[config.mk]
export PLATFORM = sky130hd
export DESIGN_NAME = i2s_sample_feeder_flat
export DESIGN_NICKNAME = d
export VERILOG_FILES = /design/src/rtl/i2s_sample_feeder_pkg.sv /design/src/rtl/i2s_sample_feeder_if.sv /design/src/rtl/sample_fifo.sv /design/src/rtl/i2s_sample_feeder.sv /design/src/flat_wrapper.sv
export SDC_FILE = /design/constraint.sdc
export NUM_CORES = 1
export LEC_CHECK = 0
export BUFFER_PORTS_ARGS = -buffer_cell sky130_fd_sc_hd__buf_4
export CAP_MARGIN = 20
export CELL_PAD_IN_SITES_DETAIL_PLACEMENT = 0
export CELL_PAD_IN_SITES_GLOBAL_PLACEMENT = 1
export CORE_MARGIN = 2
export CORE_UTILIZATION = 54
export CTS_BUF_LIST = sky130_fd_sc_hd__clkbuf_16
export CTS_CLUSTER_SIZE = 30
export DETAILED_ROUTE_END_ITERATION = 10
export HOLD_SLACK_MARGIN = 0.02
export PLACE_DENSITY_LB_ADDON = 0.08
export SLEW_MARGIN = 20
export SYNTH_ARGS = -nofsm -noshare
export SYNTH_HDL_FRONTEND = slang
export SYNTH_SLANG_ARGS = --single-unit
export TNS_END_PERCENT = 5
[constraint.sdc]
create_clock -name in_clk -period 4.4 [get_ports in_clk]
set_clock_uncertainty 0.1 [all_clocks]
set_input_delay 0.88 -clock in_clk [delete_from_list [all_inputs] [get_ports in_clk]]
set_output_delay 0.88 -clock in_clk [all_outputs]
set_load 0.02 [all_outputs]
[src/rtl/i2s_sample_feeder_pkg.sv]
// Shared constants and state encoding for the I2S sample feeder.
// Defaults here are picked up by the interface, the FIFO and the top module.
package i2s_sample_feeder_pkg;

    localparam int BPS_DEFAULT         = 24;
    localparam int DEPTH_DEFAULT       = 16;
    localparam int START_LEVEL_DEFAULT = 8;
    localparam int HOLD_CYCLES_DEFAULT = 6;

    localparam logic [7:0] UNDERRUN_MAX = 8'hFF;

    typedef enum logic {
        FILL   = 1'b0,
        STREAM = 1'b1
    } feeder_state_t;

endpackage

[src/rtl/i2s_sample_feeder_if.sv]
// Producer write channel and I2S transmitter channel of the sample feeder.
// The slave modport is the feeder's view; master is the surrounding system.
interface i2s_sample_feeder_if
    import i2s_sample_feeder_pkg::*;
#(
    parameter int BPS   = BPS_DEFAULT,
    parameter int DEPTH = DEPTH_DEFAULT
);

    localparam int LW = $clog2(DEPTH) + 1;

    logic [BPS-1:0] in_wr_data;
    logic           in_wr_valid;
    logic           out_wr_ready;
    logic [BPS-1:0] out_sample;
    logic           out_en;
    logic           in_ready;
    logic [LW-1:0]  out_level;
    logic           out_streaming;
    logic [7:0]     out_underrun_cnt;

    modport slave (
        input  in_wr_data,
        input  in_wr_valid,
        input  in_ready,
        output out_wr_ready,
        output out_sample,
        output out_en,
        output out_level,
        output out_streaming,
        output out_underrun_cnt
    );

    modport master (
        output in_wr_data,
        output in_wr_valid,
        output in_ready,
        input  out_wr_ready,
        input  out_sample,
        input  out_en,
        input  out_level,
        input  out_streaming,
        input  out_underrun_cnt
    );

endinterface

[src/rtl/sample_fifo.sv]
// Synchronous sample FIFO: write handshake, pop strobe, head data and level.
// DEPTH is a power of two so the pointers wrap by natural overflow.
module sample_fifo
    import i2s_sample_feeder_pkg::*;
#(
    parameter int WIDTH = BPS_DEFAULT,
    parameter int DEPTH = DEPTH_DEFAULT
) (
    input  logic                       clk,
    input  logic                       rst_n,
    input  logic                       wr_valid,
    input  logic [WIDTH-1:0]           wr_data,
    output logic                       wr_ready,
    input  logic                       pop,
    output logic [WIDTH-1:0]           head,
    output logic [$clog2(DEPTH):0]     level,
    output logic                       empty
);

    localparam int AW = $clog2(DEPTH);
    localparam int LW = AW + 1;
    localparam logic [LW-1:0] FULL_LEVEL = LW'(DEPTH);

    logic [WIDTH-1:0] mem_q [DEPTH];

    logic [AW-1:0] wr_ptr_q, wr_ptr_d;
    logic [AW-1:0] rd_ptr_q, rd_ptr_d;
    logic [LW-1:0] level_q, level_d;
    logic          wr_en;
    logic          rd_en;

    // Readiness depends only on the stored level, never on a same-cycle pop.
    always_comb begin
        wr_ready = (level_q < FULL_LEVEL);
        empty    = (level_q == '0);
        wr_en    = wr_valid && wr_ready;
        rd_en    = pop && !empty;
        head     = mem_q[rd_ptr_q];

        wr_ptr_d = wr_ptr_q;
        rd_ptr_d = rd_ptr_q;
        level_d  = level_q;

        if (wr_en) begin
            wr_ptr_d = wr_ptr_q + 1'b1;
        end
        if (rd_en) begin
            rd_ptr_d = rd_ptr_q + 1'b1;
        end

        case ({wr_en, rd_en})
            2'b10:   level_d = level_q + 1'b1;
            2'b01:   level_d = level_q - 1'b1;
            default: level_d = level_q;
        endcase
    end

    always_ff @(posedge clk) begin
        if (!rst_n) begin
            wr_ptr_q <= '0;
            rd_ptr_q <= '0;
            level_q  <= '0;
        end else begin
            wr_ptr_q <= wr_ptr_d;
            rd_ptr_q <= rd_ptr_d;
            level_q  <= level_d;
        end
    end

    always_ff @(posedge clk) begin
        if (wr_en) begin
            mem_q[wr_ptr_q] <= wr_data;
        end
    end

    assign level = level_q;

endmodule

[src/rtl/i2s_sample_feeder.sv]
// Feeds buffered samples to an I2S transmitter: output register, post-handshake
// hold timer, FILL/STREAM pre-roll state machine and a saturating underrun counter.
module i2s_sample_feeder
    import i2s_sample_feeder_pkg::*;
#(
    parameter int BPS         = BPS_DEFAULT,
    parameter int DEPTH       = DEPTH_DEFAULT,
    parameter int START_LEVEL = START_LEVEL_DEFAULT,
    parameter int HOLD_CYCLES = HOLD_CYCLES_DEFAULT
) (
    input  logic                in_clk,
    input  logic                in_rst_n,
    i2s_sample_feeder_if.slave  bus
);

    localparam int LW = $clog2(DEPTH) + 1;
    localparam int HW = $clog2(HOLD_CYCLES + 2);
    localparam logic [HW-1:0] HOLD_LOAD = HW'(HOLD_CYCLES);
    localparam logic [HW-1:0] HOLD_LAST = HW'(1);
    localparam logic [LW:0]   START_CMP = (LW+1)'(START_LEVEL);

    feeder_state_t  state_q, state_d;
    logic [HW-1:0]  hold_cnt_q, hold_cnt_d;
    logic [BPS-1:0] sample_q, sample_d;
    logic           out_valid_q, out_valid_d;
    logic           ready_q, ready_d;
    logic           was_stream_q, was_stream_d;
    logic [7:0]     underrun_q, underrun_d;

    logic           fifo_pop;
    logic [BPS-1:0] fifo_head;
    logic [LW-1:0]  fifo_level;
    logic           fifo_wr_ready;
    logic           fifo_empty;

    logic           hold_pending;
    logic           out_en_w;
    logic           handshake;
    logic           refill;
    logic           ready_rise;
    logic           underrun_evt;
    logic [LW:0]    fill_count;

    sample_fifo #(
        .WIDTH (BPS),
        .DEPTH (DEPTH)
    ) u_sample_fifo (
        .clk      (in_clk),
        .rst_n    (in_rst_n),
        .wr_valid (bus.in_wr_valid),
        .wr_data  (bus.in_wr_data),
        .wr_ready (fifo_wr_ready),
        .pop      (fifo_pop),
        .head     (fifo_head),
        .level    (fifo_level),
        .empty    (fifo_empty)
    );

    // Output register and hold timer: the presented sample is frozen for the
    // whole hold window and only refilled from the FIFO head when it expires.
    always_comb begin
        hold_pending = (hold_cnt_q != '0);
        out_en_w     = (state_q == STREAM) && out_valid_q && !hold_pending;
        handshake    = bus.in_ready && out_en_w;

        hold_cnt_d  = hold_cnt_q;
        sample_d    = sample_q;
        out_valid_d = out_valid_q;
        fifo_pop    = 1'b0;
        refill      = 1'b0;

        if (handshake) begin
            hold_cnt_d = HOLD_LOAD;
            refill     = (HOLD_CYCLES == 0);
        end else if (hold_pending) begin
            hold_cnt_d = hold_cnt_q - 1'b1;
            refill     = (hold_cnt_q == HOLD_LAST);
        end else if (!out_valid_q) begin
            refill = 1'b1;
        end

        if (refill) begin
            if (!fifo_empty) begin
                fifo_pop    = 1'b1;
                sample_d    = fifo_head;
                out_valid_d = 1'b1;
            end else begin
                out_valid_d = 1'b0;
            end
        end
    end

    // Pre-roll counts the sample already sitting in the output register.
    always_comb begin
        fill_count = {1'b0, fifo_level} + {{LW{1'b0}}, out_valid_q};
        state_d    = state_q;

        case (state_q)
            FILL: begin
                if (fill_count >= START_CMP) begin
                    state_d = STREAM;
                end
            end
            STREAM: begin
                if ((fifo_level == '0) && !out_valid_q && !hold_pending) begin
                    state_d = FILL;
                end
            end
            default: state_d = FILL;
        endcase
    end

    // A request edge that finds nothing to hand over counts as an underrun,
    // including the cycle right after falling back to FILL.
    always_comb begin
        ready_rise   = bus.in_ready && !ready_q;
        underrun_evt = ready_rise && !out_en_w && ((state_q == STREAM) || was_stream_q);
        ready_d      = bus.in_ready;
        was_stream_d = (state_q == STREAM);
        underrun_d   = underrun_q;

        if (underrun_evt && (underrun_q != UNDERRUN_MAX)) begin
            underrun_d = underrun_q + 8'd1;
        end
    end

    always_ff @(posedge in_clk) begin
        if (!in_rst_n) begin
            state_q      <= FILL;
            hold_cnt_q   <= '0;
            sample_q     <= '0;
            out_valid_q  <= 1'b0;
            ready_q      <= 1'b0;
            was_stream_q <= 1'b0;
            underrun_q   <= '0;
        end else begin
            state_q      <= state_d;
            hold_cnt_q   <= hold_cnt_d;
            sample_q     <= sample_d;
            out_valid_q  <= out_valid_d;
            ready_q      <= ready_d;
            was_stream_q <= was_stream_d;
            underrun_q   <= underrun_d;
        end
    end

    assign bus.out_wr_ready     = fifo_wr_ready;
    assign bus.out_sample       = sample_q;
    assign bus.out_en           = out_en_w;
    assign bus.out_level        = fifo_level;
    assign bus.out_streaming    = (state_q == STREAM);
    assign bus.out_underrun_cnt = underrun_q;

endmodule

[src/flat_wrapper.sv]
// flat-port wrapper written by rule: the top's interface ports become plain ports
module i2s_sample_feeder_flat import i2s_sample_feeder_pkg::*;
#(
    parameter int BPS         = BPS_DEFAULT,
    parameter int DEPTH       = DEPTH_DEFAULT,
    parameter int START_LEVEL = START_LEVEL_DEFAULT,
    parameter int HOLD_CYCLES = HOLD_CYCLES_DEFAULT
)
  (in_clk, in_rst_n, bus_in_wr_data, bus_in_wr_valid, bus_in_ready, bus_out_wr_ready, bus_out_sample, bus_out_en, bus_out_level, bus_out_streaming, bus_out_underrun_cnt);
  i2s_sample_feeder_if #(.BPS(BPS), .DEPTH(DEPTH)) bus_i ();
  input  logic in_clk;
  input  logic in_rst_n;
  input wire logic [$bits(bus_i.in_wr_data)-1:0] bus_in_wr_data;
  input wire logic [$bits(bus_i.in_wr_valid)-1:0] bus_in_wr_valid;
  input wire logic [$bits(bus_i.in_ready)-1:0] bus_in_ready;
  output wire logic [$bits(bus_i.out_wr_ready)-1:0] bus_out_wr_ready;
  output wire logic [$bits(bus_i.out_sample)-1:0] bus_out_sample;
  output wire logic [$bits(bus_i.out_en)-1:0] bus_out_en;
  output wire logic [$bits(bus_i.out_level)-1:0] bus_out_level;
  output wire logic [$bits(bus_i.out_streaming)-1:0] bus_out_streaming;
  output wire logic [$bits(bus_i.out_underrun_cnt)-1:0] bus_out_underrun_cnt;
  assign bus_i.in_wr_data = bus_in_wr_data;
  assign bus_i.in_wr_valid = bus_in_wr_valid;
  assign bus_i.in_ready = bus_in_ready;
  assign bus_out_wr_ready = bus_i.out_wr_ready;
  assign bus_out_sample = bus_i.out_sample;
  assign bus_out_en = bus_i.out_en;
  assign bus_out_level = bus_i.out_level;
  assign bus_out_streaming = bus_i.out_streaming;
  assign bus_out_underrun_cnt = bus_i.out_underrun_cnt;
  i2s_sample_feeder #(.BPS(BPS), .DEPTH(DEPTH), .START_LEVEL(START_LEVEL), .HOLD_CYCLES(HOLD_CYCLES)) u_core (.in_clk(in_clk), .in_rst_n(in_rst_n), .bus(bus_i));
endmodule
==> key figures <==
Synth
  – Fraction of the mapped netlist area in simple logic gates: 2.85%
  – Post-synthesis compound-gate area fraction: 2.84%
  – Synth top area cells: sky130_fd_sc_hd__edfxtp_1 (69%), sky130_fd_sc_hd__mux4_2 (13%), sky130_fd_sc_hd__dfxtp_1 (6.2%)
  – Most frequently used cell type in the post-synthesis netlist: sky130_fd_sc_hd__edfxtp_1
  – Mapped cell area: 0.0168 sq mm
  – Number of library cell types mapped by synthesis: 44
  – Per-instance average area after synthesis: 20.4 sq um
  – Post-synthesis xor/xnor area fraction: 0.781%
  – Combinational family with the most area after synthesis: multiplexers
  – Most common flop cell mapped by yosys: sky130_fd_sc_hd__edfxtp_1
  – Mux contribution to synthesized area: 16.0%
  – Portion of synthesized cell area occupied by the leading cell type: 68.5%
  – Most used standard cells in the synthesized netlist: sky130_fd_sc_hd__edfxtp_1 (384), sky130_fd_sc_hd__mux4_2 (96), sky130_fd_sc_hd__mux2i_1 (53)
  – Yosys reg bits: 436
  – Post-Syn Nets: 868
  – Share of synthesized flip-flops with an asynchronous set or reset: 0%
  – Yosys warning count: 0
  – Cell count after synthesis: 825
  – Post-synth EDFFs: about 380
  – Proportion of synthesized chip area in sequential cells: 74.7%
  – Adder-cell area share of the yosys netlist: 1.16%
  – Post-synthesis cell type with the largest combined area: sky130_fd_sc_hd__edfxtp_1

Finish
  – Fraction of final layout cells sized beyond drive strength 1: about 28%
  – Ant. Diodes: 0
  – Number of fill cells in the layout: 2165
  – Layout Utilization: 62.7%
  – Final design area excluding fillers: 0.0192 sq mm
  – Number of nets at the end of the flow: ~960
  – Synth-to-Final Area Change: 14.2%

Die
  – Core area: 0.0307 sq mm
  – I/O pin count: 68
  – Horizontal extent of the die: 181 um
  – Standard-cell row count: 64
  – Die area: 0.0326 sq mm
  – Starting density of the core: roughly 55%
  – Die height: 181 um

Pwr
  – Static leakage: approximately 6.3 nW
  – Power density cells: 557 mW/mm^2
  – Power Total: 10.7 mW
  – Worst vdd rail ir drop: 435 uV

Placed design
  – IO buf count: 67
  – Gpl congestion: 0.802
  – HPWL reported at the end of detailed placement: 19.1 mm
  – Area post-placement: 0.0179 sq mm

Timing
  – Pins Over Slew Limit: 0
  – Time the worst path needs with I/O delays and setup: 3.57 ns
  – Final Setup Violations: 0
  – Final period utilization: 81.2%
  – RSZ-0062 raised after global routing: no
  – Setup_tns: 0 ns
  – Maximum clock frequency: 0.280 GHz
  – Hold Vio Cnt, Final: 0
  – Normalized max-slew margin: 26.1%
  – Worst Max-Slew Pin Slew: 1.11 ns

GRT
  – Global routing's busiest layer: met2
  – Pin count of the biggest net entering global routing: 69
  – Grt ovf: 0
  – Antenna violations before repair: 0
  – Global-route track usage on met1: 29.9%
  – Global routing usage summed across all routing layers: 21.5%
  – Met2 layer usage reported by global route: 36.0%
  – Global-route wire length before repair: 52.1 mm
  – Met3 GRT Util: 3.42%
  – Vias in the first global route: roughly 8500

Drt
  – Overall routed net length: 34.0 mm
  – Routed via count: 7983
  – Drt wl/cell: roughly 25 um
  – Antenna viol nets, final: 0
  – Initial DRC Count: 632
  – Average vias per placed instance: 5.92
  – Detailed-routing iteration count for the pre-antenna-repair pass: 5
  – DRC viols: 0

Clocking
  – H-tree level count: 2
  – CTS sink cnt: 436
  – Clock latency at the later pin of the worst-skew pair: 0.53 ns
  – Post-CTS sizing: 0
  – Clk slew on worst S/H paths: 0.06 ns
  – Total CTS buffers: 44
  – TritonCTS clock tree: built
  – Clock tree root buffer cell: sky130_fd_sc_hd__clkbuf_16
  – Count of hold buffers inserted by post-cts repair: 0
  – Number of post-CTS setup repair buffers: 0
  – Clock tree buffer depth: 3

Critical path
  – Worst EP arrival: 3.89 ns
  – Crit-path max cell delay: 0.45 ns
  – List of cells traversed by the critical path: nor2_1 > ha_1 > nor2b_1 > a2bb2oi_4 > ha_1 > inv_1 > fa_1 > nor2b_1 > o21ai_0 > nand3_1 > or3b_2 > mux2i_1
  – Capturing element type of the critical path: flip-flop
  – Crit start category: flip-flop
  – R2R setup slack: 0.83 ns
  – CP Class: reg2reg
  – Library cell contributing the largest single delay on the critical path: sky130_fd_sc_hd__or3b_2
  – Top fanout value on the critical path: 8
  – Reg2reg path depth: 12
  – CP Data Required Time: approximately 4.7 ns

Hold path
  – Class of the tightest hold or removal check: reg2reg
  – Hold path cells: 2

Outcome
  – Status: finished clean

Flow run
  – Maximum Capacitance Violations: 0
==> stage by stage <==
| stage | hold slack, ns | worst slack [ns] | std cells |
|---|---|---|---|
| 6_report | 0.375 | 0.827 | 1349 |
| 2_1_floorplan | 0.431 | 0.754 | 825 |
| 5_1_grt | 0.412 | 0.539 | 1349 |
| 3_5_place_dp | 0.361 | 0.855 | 1270 |
| 3_3_place_gp | 0.363 | 0.915 | 1270 |
| 4_1_cts | 0.376 | 0.844 | 1349 |
==> cell families after synthesis <==
family / count (synthesis)
flip-flops: 436
adder cells (fa/ha/maj): 15
buffers and inverters: 55
XOR/XNOR: 15
AND/OR/NAND/NOR: 90
AO/OA/AOI/OAI: 65
multiplexers: 149
==> power by group <==
group	internal [mW]	total (mW)	switching, mW
registers	4.78	5.05	0.267
logic	1.06	2.20	1.14
clock network	2.02	3.46	1.44
==> critical path: cells and delay by family (launching register included) <==
kind	cells	cell delay (ns)
AOI/OAI and AO/OA	2	0.49
buffers and inverters	1	0.10
adders and majority gates	3	1.07
muxes	1	0.13
DFF	1	0.35
and+or+nand+nor	5	1.21
==> worst paths after layout <==
path,start,end
max reg2reg,u_core.hold_cnt_q[0],u_core.u_sample_fifo.level[4]
max,u_core.hold_cnt_q[0],u_core.u_sample_fifo.level[4]
min,u_core.bus.out_sample[8],u_core.bus.out_sample[8]
min reg2reg,u_core.bus.out_sample[8],u_core.bus.out_sample[8]
==> sequential cells by signal, summed over array words and instances (netlist names) <==
register,cells
u_core.was_stream_q,1
u_core.hold_cnt_q,3
u_core.ready_q,1
u_core.u_sample_fifo.rd_ptr_q,4
u_core.bus.out_underrun_cnt,8
u_core.u_sample_fifo.level,5
u_core.u_sample_fifo.mem_q,384
u_core.u_sample_fifo.wr_ptr_q,4
u_core.out_valid_q,1
u_core.bus.out_streaming,1
u_core.bus.out_sample,24
==> placed cells by master, fill, tap and decap left out, drive strengths merged, types with 3 or more instances in the layout <==
cell type	count
edfxtp	384
xnor2	4
nor2	38
nor3	7
o21ai	26
mux4	96
buf	92
bufinv	3
and3	3
clkbuf	45
ha	14
mux2i	53
dfxtp	52
clkinv	15
xor2	11
nand2b	3
nand3	6
inv	27
a21oi	7
nand4	8
nor2b	4
a2bb2oi	25
nand2	12
==> routing by layer <==
| metal | part of all wire [%] | wire length (um) |
|---|---|---|
| met5 | 0 | 0 |
| met1 | 43 | 14700 |
| met2 | 50 | 17000 |
| met4 | 2.1 | 699 |
| met3 | 4.7 | 1610 |
==> final cells by class <==
type	instances	area, sq um	area share (%)
Inverter	12	45.0	0.234
Timing Repair Buffer	92	728	3.79
Clock inverter	34	218	1.13
Sequential cell	436	12600	65.5
Multi-Input combinational cell	334	4030	20.9
Clock buffer	45	1130	5.86
Tap cell	396	495	2.58
Note: power is estimated with default switching activity, not from simulation.
